**src/rtl/fc_layer_sequencer.sv**
```systemverilog
// Time-multiplexed fully-connected layer controller: one signed MAC walks
// OUT_SIZE neurons by IN_SIZE inputs, adds bias, optional ReLU, saturates.
module fc_layer_sequencer #(
    parameter int IN_SIZE   = 16,
    parameter int OUT_SIZE  = 8,
    parameter int W         = 8,
    parameter int ACC_WIDTH = 20,
    parameter int RELU_EN   = 0,
    localparam int IA_W = (IN_SIZE > 1) ? $clog2(IN_SIZE) : 1,
    localparam int WA_W = (OUT_SIZE * IN_SIZE > 1) ? $clog2(OUT_SIZE * IN_SIZE) : 1,
    localparam int NA_W = (OUT_SIZE > 1) ? $clog2(OUT_SIZE) : 1
) (
    input  logic                   clk,
    input  logic                   reset,
    input  logic                   start,
    output logic [IA_W-1:0]        in_addr,
    input  logic signed [W-1:0]    in_data,
    output logic [WA_W-1:0]        w_addr,
    input  logic signed [W-1:0]    w_data,
    output logic [NA_W-1:0]        b_addr,
    input  logic signed [W-1:0]    b_data,
    output logic                   out_we,
    output logic [NA_W-1:0]        out_addr,
    output logic signed [W-1:0]    out_data,
    output logic                   busy,
    output logic                   done
);

    typedef enum logic [2:0] {
        S_IDLE,
        S_RUN,
        S_DRAIN,
        S_WRITE,
        S_DONE
    } state_t;

    localparam logic [IA_W-1:0] K_LAST = IA_W'(IN_SIZE - 1);
    localparam logic [NA_W-1:0] N_LAST = NA_W'(OUT_SIZE - 1);
    localparam logic signed [ACC_WIDTH:0] SAT_MAX = {{(ACC_WIDTH-W+2){1'b0}}, {(W-1){1'b1}}};
    localparam logic signed [ACC_WIDTH:0] SAT_MIN = {{(ACC_WIDTH-W+2){1'b1}}, {(W-1){1'b0}}};

    function automatic logic signed [ACC_WIDTH:0] relu(input logic signed [ACC_WIDTH:0] v);
        if (RELU_EN != 0 && v[ACC_WIDTH]) begin
            return '0;
        end
        return v;
    endfunction

    function automatic logic signed [W-1:0] saturate(input logic signed [ACC_WIDTH:0] v);
        if (v > SAT_MAX) begin
            return SAT_MAX[W-1:0];
        end else if (v < SAT_MIN) begin
            return SAT_MIN[W-1:0];
        end
        return v[W-1:0];
    endfunction

    state_t                        state_q, state_d;
    logic [NA_W-1:0]               n_q, n_d;
    logic [IA_W-1:0]               k_q, k_d;
    logic signed [ACC_WIDTH-1:0]   acc_q, acc_d;
    logic [NA_W-1:0]               out_addr_q, out_addr_d;
    logic signed [W-1:0]           out_data_q, out_data_d;

    logic signed [2*W-1:0]         prod;
    logic signed [ACC_WIDTH-1:0]   prod_ext;
    logic signed [ACC_WIDTH-1:0]   acc_add;
    logic signed [ACC_WIDTH:0]     sum_ext;

    // Memory data arriving this cycle belongs to the address issued last cycle.
    assign prod     = in_data * w_data;
    assign prod_ext = $signed({{(ACC_WIDTH-2*W){prod[2*W-1]}}, prod});
    assign acc_add  = acc_q + prod_ext;
    assign sum_ext  = $signed({acc_add[ACC_WIDTH-1], acc_add})
                    + $signed({{(ACC_WIDTH+1-W){b_data[W-1]}}, b_data});

    assign in_addr  = k_q;
    assign w_addr   = WA_W'(int'(n_q) * IN_SIZE + int'(k_q));
    assign b_addr   = n_q;
    assign out_addr = out_addr_q;
    assign out_data = out_data_q;
    assign out_we   = (state_q == S_WRITE);
    assign busy     = (state_q == S_RUN) || (state_q == S_DRAIN) || (state_q == S_WRITE);
    assign done     = (state_q == S_DONE);

    always_comb begin
        state_d    = state_q;
        n_d        = n_q;
        k_d        = k_q;
        acc_d      = acc_q;
        out_addr_d = out_addr_q;
        out_data_d = out_data_q;
        case (state_q)
            S_IDLE: begin
                if (start) begin
                    state_d = S_RUN;
                    n_d     = '0;
                    k_d     = '0;
                    acc_d   = '0;
                end
            end
            S_RUN: begin
                // No product is in flight yet on the first input of a neuron.
                acc_d = (k_q == '0) ? '0 : acc_add;
                if (k_q == K_LAST) begin
                    k_d     = '0;
                    state_d = S_DRAIN;
                end else begin
                    k_d = k_q + IA_W'(1);
                end
            end
            S_DRAIN: begin
                acc_d      = acc_add;
                out_addr_d = n_q;
                out_data_d = saturate(relu(sum_ext));
                state_d    = S_WRITE;
            end
            S_WRITE: begin
                if (n_q == N_LAST) begin
                    state_d = S_DONE;
                end else begin
                    n_d     = n_q + NA_W'(1);
                    k_d     = '0;
                    state_d = S_RUN;
                end
            end
            S_DONE: begin
                state_d = S_IDLE;
            end
            default: begin
                state_d = S_IDLE;
            end
        endcase
    end

    always_ff @(posedge clk) begin
        if (reset) begin
            state_q    <= S_IDLE;
            n_q        <= '0;
            k_q        <= '0;
            acc_q      <= '0;
            out_addr_q <= '0;
            out_data_q <= '0;
        end else begin
            state_q    <= state_d;
            n_q        <= n_d;
            k_q        <= k_d;
            acc_q      <= acc_d;
            out_addr_q <= out_addr_d;
            out_data_q <= out_data_d;
        end
    end

endmodule

```
**config.mk**
```make
export PLATFORM = sky130hd
export DESIGN_NAME = fc_layer_sequencer
export DESIGN_NICKNAME = d
export VERILOG_FILES = /design/src/rtl/fc_layer_sequencer.sv
export SDC_FILE = /design/constraint.sdc
export NUM_CORES = 1
export LEC_CHECK = 0
export ABC_AREA = 1
export ABC_CLOCK_PERIOD_IN_PS = 15300
export BUFFER_PORTS_ARGS = -buffer_cell sky130_fd_sc_hd__clkbuf_2
export CAP_MARGIN = 0
export CORE_UTILIZATION = 50
export DETAILED_ROUTE_END_ITERATION = 12
export PLACE_DENSITY = 0.68
export SKIP_CTS_REPAIR_TIMING = 1
export SLEW_MARGIN = 20
export SYNTH_ARGS = -nofsm -noshare
export SYNTH_HDL_FRONTEND = slang
export SYNTH_SLANG_ARGS = --single-unit
```
**constraint.sdc**
```tcl
create_clock -name clk -period 15.3 [get_ports clk]
set_clock_uncertainty 0.05 [all_clocks]
set_input_delay 0 -clock clk [delete_from_list [all_inputs] [get_ports clk]]
set_output_delay 0 -clock clk [all_outputs]
set_load 0.05 [all_outputs]
```
==> results of run 1 <==
-- cell families (layout without fill, tap and decap cells) --
| family | count (synthesis) | after routing | share of synthesized area (%) |
|---|---|---|---|
| xor+xnor | 28 | 28 | 3.44 |
| flops | 41 | 41 | 11.5 |
| compound gates | 101 | 101 | 7.69 |
| simple gates | 415 | 415 | 25.5 |
| fa+ha+maj | 162 | 162 | 37.8 |
| buf+inv | 259 | 291 | 14.1 |
-- state kept, by name (all words and copies together) (netlist names) --
| signal | cells |
|---|---|
| b_addr | 3 |
| in_addr | 4 |
| acc_q | 20 |
| out_data | 8 |
| state_q | 3 |
| out_addr | 3 |
-- cells in the mapped netlist, drive strengths merged --
cell type and number:
inv 226, o21bai 4, nor3 6, nand2 278, nand3 37, or2 1, a31oi 1, a21o 1
xor2 11, o211ai 3, ha 73, o22ai 1, o21a 1, clkbuf 22, o311ai 1, a21oi 63
xnor2 17, clkinv 1, and2 2, nand3b 5, fa 89, o21ai 22, nand4 12, buf 10
nor4 2, nor2 72, a211oi 4, dfxtp 41
-- critical path: cells and delay by family --
| family | cells | cell delay, ns |
|---|---|---|
| adder cells (fa/ha/maj) | 7 | 3.31 |
| AND/OR/NAND/NOR | 15 | 1.86 |
| AO/OA/AOI/OAI | 2 | 0.80 |
| buffers and inverters | 3 | 0.35 |
| XOR/XNOR | 1 | 0.26 |
-- metal layers --
layer / up-vias / GRT usage [%] / wire length (um)
met3: 15 / 2.35 / 535
met1: 2746 / 31.1 / 7380
li1: 3099 / - / -
met4: 0 / 4.40 / 181
met5: - / 0 / 0
met2: 120 / 37.8 / 7100
-- path summary, 6_finish.rpt --
path	start	depth (start not counted)	end	slack [ns]
worst max-delay path	w_data[7]	28	out_data[4]	8.86
worst min-delay path	start	3	state_q[1]	-0.004
worst max register to register	acc_q[6]	28	out_data[4]	8.96
worst min register to register	acc_q[6]	2	acc_q[6]	0.41
-- cell type report --
cell class,instances,area [um2]
Timing Repair Buffer,56,285
Multi-Input combinational cell,706,5310
Sequential cell,41,821
Inverter,227,852
Fill cell,1365,6220
Clock inverter,2,38.8
Clock buffer,6,129
Tap cell,180,225
-- stage by stage --
step	hold WS [ns]	cell area (um2)
after floorplan	0.119	7130
after global placement	0.295	7490
after detailed placement	0.295	7490
after CTS	-0.0127	7660
after global routing	0.0299	7660
final	-0.00440	7660
==> results.txt, run 1 <==
Status: finished with violations
Failing checks: negative hold slack
Largest net degree at the start of global routing: 32
Core area: 13900 um2
Yosys cell types: 37
Diodes inserted: 0
IO Pins: 55
Root Driver: clkbuf_16
Max incr delay on CP: 0.62 ns
Seq/Total Area, Yosys: 11.5%
Avg WL per Cell: 12.5 um
Clock Sinks: 41
RSZ-0062 raised after global routing: false
Max Buffers Root-to-Sink: 2
Post-layout min period: 6.44 ns
Antenna Nets Post-Route: 0
Site row count: 43
Initial Util: 51.4%
Vias in the first global route: 5786
Critical path's slowest cell: o311ai_0
Final net count: 1226
Crit path DAT: 6.62 ns
Sum of negative setup slack: 0 ns
Hold/Removal Path Class: input pin to flop
Pre-CTS setup slack: 8.58 ns
Worst Max-Slew Pin Slew: 0.836 ns
Worst setup margin: 8.86 ns
Most frequent cells in the layout: nand2_1, inv_1, fa_1, ha_1, a21oi_1
Initial antenna violation count: 0
Worst slew margin: 44.0%
TritonCTS buffer count: 5
Synth-to-layout area growth: 7.41%
Post-Route WL: 15200 um
Tot GR Track Use: 22.5%
Mean post-synth cell area: 7.09 um2
Pins over their slew limit: 0
CP Max Fanout: 10
Core utilization of the finished layout: 55.2%
HPWL after detailed placement: 13200 um
Final period util: 42.1%
Die width: 121 um
CP endpoint kind: flop
TritonRoute pass-1 iters: 5
First-pass GRT wire length: 26600 um
IO Port Bufs: 54
DR vias: 5980
WP data required: 15.47 ns
Worst setup path category: input pin to flop
CP most frequent cell: fa_1
CTS H-tree depth: 2
DIE AREA: 14700 um2
Max_cap viols: 0
Cells after Synth: 1006
CTS tree: done
Syn. warnings: 0
Synth Register Bits: 41
Final setup vio count: 0
CTS clk-pin slew, worst paths: 0.06 ns
WHS: -0.00440 ns
Final Hold Fails: 1
Non-Filler Instances: 1218
Share of cells above drive strength 1: 12.1%
GRT overflow: 0
Vias per cell: 4.91
Synthesized net count: 1195
DRT iter0 DRCs: 286
# DRC: 0
Worst skew pair latency: 0.28 ns
Top cell type's share of synthesized area: 25.0%
Cell count after placement: 1210
CP startpoint kind: input pin
GP Congestion: 0.961
Syn Std Cell Area: 7130 um2
Achievable frequency: 0.155 GHz
Largest area contributor in the netlist: fa_1
Largest cells by area after synthesis: fa_1, nand2_1, ha_1
Most common cell after layout, fill and taps aside: nand2_1
Die height: 121 um
Power of run 1 is not shown: default switching activity piles up to over one toggle a cycle in this logic, so the estimate is an artifact.
==> run 2: changes to the inputs <==
--- a/config.mk
+++ b/config.mk
@@ -5,13 +5,13 @@
 export SDC_FILE = /design/constraint.sdc
 export NUM_CORES = 1
 export LEC_CHECK = 0
-export ABC_AREA = 1
-export ABC_CLOCK_PERIOD_IN_PS = 15300
+export ABC_AREA = 0
+export ABC_CLOCK_PERIOD_IN_PS = 5200
 export BUFFER_PORTS_ARGS = -buffer_cell sky130_fd_sc_hd__clkbuf_2
 export CAP_MARGIN = 0
 export CORE_UTILIZATION = 50
 export DETAILED_ROUTE_END_ITERATION = 12
-export PLACE_DENSITY = 0.68
+export PLACE_DENSITY = 0.71
 export SKIP_CTS_REPAIR_TIMING = 1
 export SLEW_MARGIN = 20
 export SYNTH_ARGS = -nofsm -noshare
==> constraint.sdc (replaced) <==
create_clock -name clk -period 5.2 [get_ports clk]
set_clock_uncertainty 0.05 [all_clocks]
set_input_delay 0 -clock clk [delete_from_list [all_inputs] [get_ports clk]]
set_output_delay 0 -clock clk [all_outputs]
set_load 0.05 [all_outputs]
==> results.txt, run 2 <==
Initial antenna violation count: 0
Diodes inserted: 0
CP startpoint kind: flop
DRT iter0 DRCs: 251
Final Hold Fails: 1
Number of synthesized flops with an enable pin: 0
Max Buffers Root-to-Sink: 2
Worst setup path category: flop to flop
Count leader, synth: inv_1
Most common cell after layout, fill and taps aside: buf_4
Final net count: 1061
Mean post-synth cell area: 9.00 um2
WHS: -0.00929 ns
Share of cells above drive strength 1: 29.2%
Worst skew pair latency: 0.29 ns
Syn. warnings: 0
Met1 GRT Util: 29.2%
Top cell type's share of synthesized area: 28.0%
Max incr delay on CP: 0.53 ns
Achievable frequency: 0.160 GHz
Final period util: 120%
Most flops, register: acc_q
Clock Sinks: 41
Vias in the first global route: 5655
Largest area contributor in the netlist: fa_1
Max FFs per register: 20
CTS tree: done
CTS clk-pin slew, worst paths: 0.07 ns
GR Util met2: 45.4%
HPWL after detailed placement: 12500 um
Yosys cell types: 67
First-pass GRT wire length: 25300 um
RSZ-0062 raised after global routing: true
Post-layout min period: 6.26 ns
Gr busiest metal: met2
Non-Filler Instances: 1041
Antenna Nets Post-Route: 0
Final setup vio count: 8
GRT overflow: 0
Cells after Synth: 707
WP data required: 5.30 ns
Tot GR Track Use: 23.8%
Die width: 115 um
TritonCTS buffer count: 5
Avg WL per Cell: 14.6 um
Core utilization of the finished layout: 66.7%
Worst slew margin: 33.8%
CP Max Fanout: 7
Largest cells by area after synthesis: fa_1, ha_1, dfxtp_1
Reg2Reg Depth: 25
DR vias: 5508
GP Congestion: 0.862
Hold/Removal Path Class: input pin to flop
Worst setup margin: -1.06 ns
FILL cells: 1039
Pins over their slew limit: 0
Status: finished with violations
Seq/Total Area, Yosys: 12.9%
DIE AREA: 13200 um2
Crit path DAT: 6.36 ns
CP endpoint kind: flop
Core area: 12200 um2
IO Pins: 55
Failing checks: negative hold slack, negative setup slack
Syn Std Cell Area: 6360 um2
Hold Path Depth: 3
# DRC: 0
Synthesized net count: 896
Vias per cell: 5.29
Synth-to-layout area growth: 28.1%
Ys async rst share: 0%
Initial Util: 52.1%
Largest net degree at the start of global routing: 49
Most frequent cells in the layout: buf_4, inv_1, fa_1, ha_1, clkbuf_2
Post-synth top cells: inv_1, fa_1, ha_1
Post-Route WL: 15200 um
Worst Max-Slew Pin Slew: 0.992 ns
IO Port Bufs: 54
Synth Register Bits: 41
Die height: 115 um
Critical path's slowest cell: fa_2
Max_cap viols: 0
CTS H-tree depth: 2
GR Util met3: 2.42%
Root Driver: clkbuf_16
Cell count after placement: 1028
TritonRoute pass-1 iters: 4
Post-synth top flop: dfxtp_1
Site row count: 40
[run 2: cell count changes after synthesis, moves of 12 or more]
| cell | change |
|---|---|
| nand2_1 | -208 |
| inv_1 | -101 |
| and2_1 | +38 |
| a21oi_1 | -21 |
| a22oi_1 | +20 |
| nand2_2 | -19 |
| nand3_1 | -19 |
| inv_2 | -18 |
| o21ai_0 | -12 |
[run 2: cell families (layout without fill, tap and decap cells)]
group | Yosys count | in the layout | synth area share [%]
XOR/XNOR | 38 | 38 | 5.47
AND/OR/NAND/NOR | 202 | 202 | 16.1
AO/OA/AOI/OAI | 132 | 132 | 14.5
adder cells (fa/ha/maj) | 162 | 162 | 42.4
flip-flops | 41 | 41 | 12.9
buffers and inverters | 129 | 295 | 8.11
multiplexers | 3 | 3 | 0.472
[run 2: layout make-up]
type	count	area (um2)	share of cell area (%)
clock buffers	5	125	1.54
clock inverters	3	46.3	0.568
inverters	108	408	5.01
multi-input cells	537	5320	65.3
flip-flops and latches	41	823	10.1
well taps	168	210	2.58
repair buffers	179	1210	14.9
[run 2: layer usage]
layer | wire length [um] | vias up | part of all wire (%)
met5 | 0 | - | 0
met4 | 218 | 0 | 1.4
met3 | 449 | 23 | 2.9
met2 | 8150 | 110 | 54
met1 | 6410 | 2699 | 42
li1 | - | 2676 | -
[run 2: critical path: cells and delay by family, from the launching register on]
family	cells	cell delay [ns]
AND/OR/NAND/NOR	4	0.61
AO/OA/AOI/OAI	7	1.62
flip-flops	1	0.33
XOR/XNOR	2	0.34
buffers and inverters	5	0.31
adder cells (fa/ha/maj)	7	2.81
[run 2: path summary, 6_finish.rpt]
kind	startpoint	to	slack, ns
min	start	state_q[0]	-0.009
max	acc_q[6]	out_data[6]	-1.06
min reg2reg	out_addr[2]	out_addr[2]	0.41
max reg2reg	acc_q[6]	out_data[6]	-1.06
[run 2: through the flow]
stage | worst slack, ns | instance area, um2 | TNS [ns] | hold WS (ns)
final | -1.06 | 8150 | -8.20 | -0.00929
after global routing | -1.33 | 8150 | -10.32 | 0.00509
after CTS | -1.23 | 7940 | -9.38 | -0.00999
after detailed placement | -1.20 | 7770 | -9.20 | 0.286
after global placement | -1.04 | 7770 | -7.95 | 0.270
after floorplan | -0.721 | 6500 | -5.38 | 0.120
Power of run 2 is left out for the same reason.
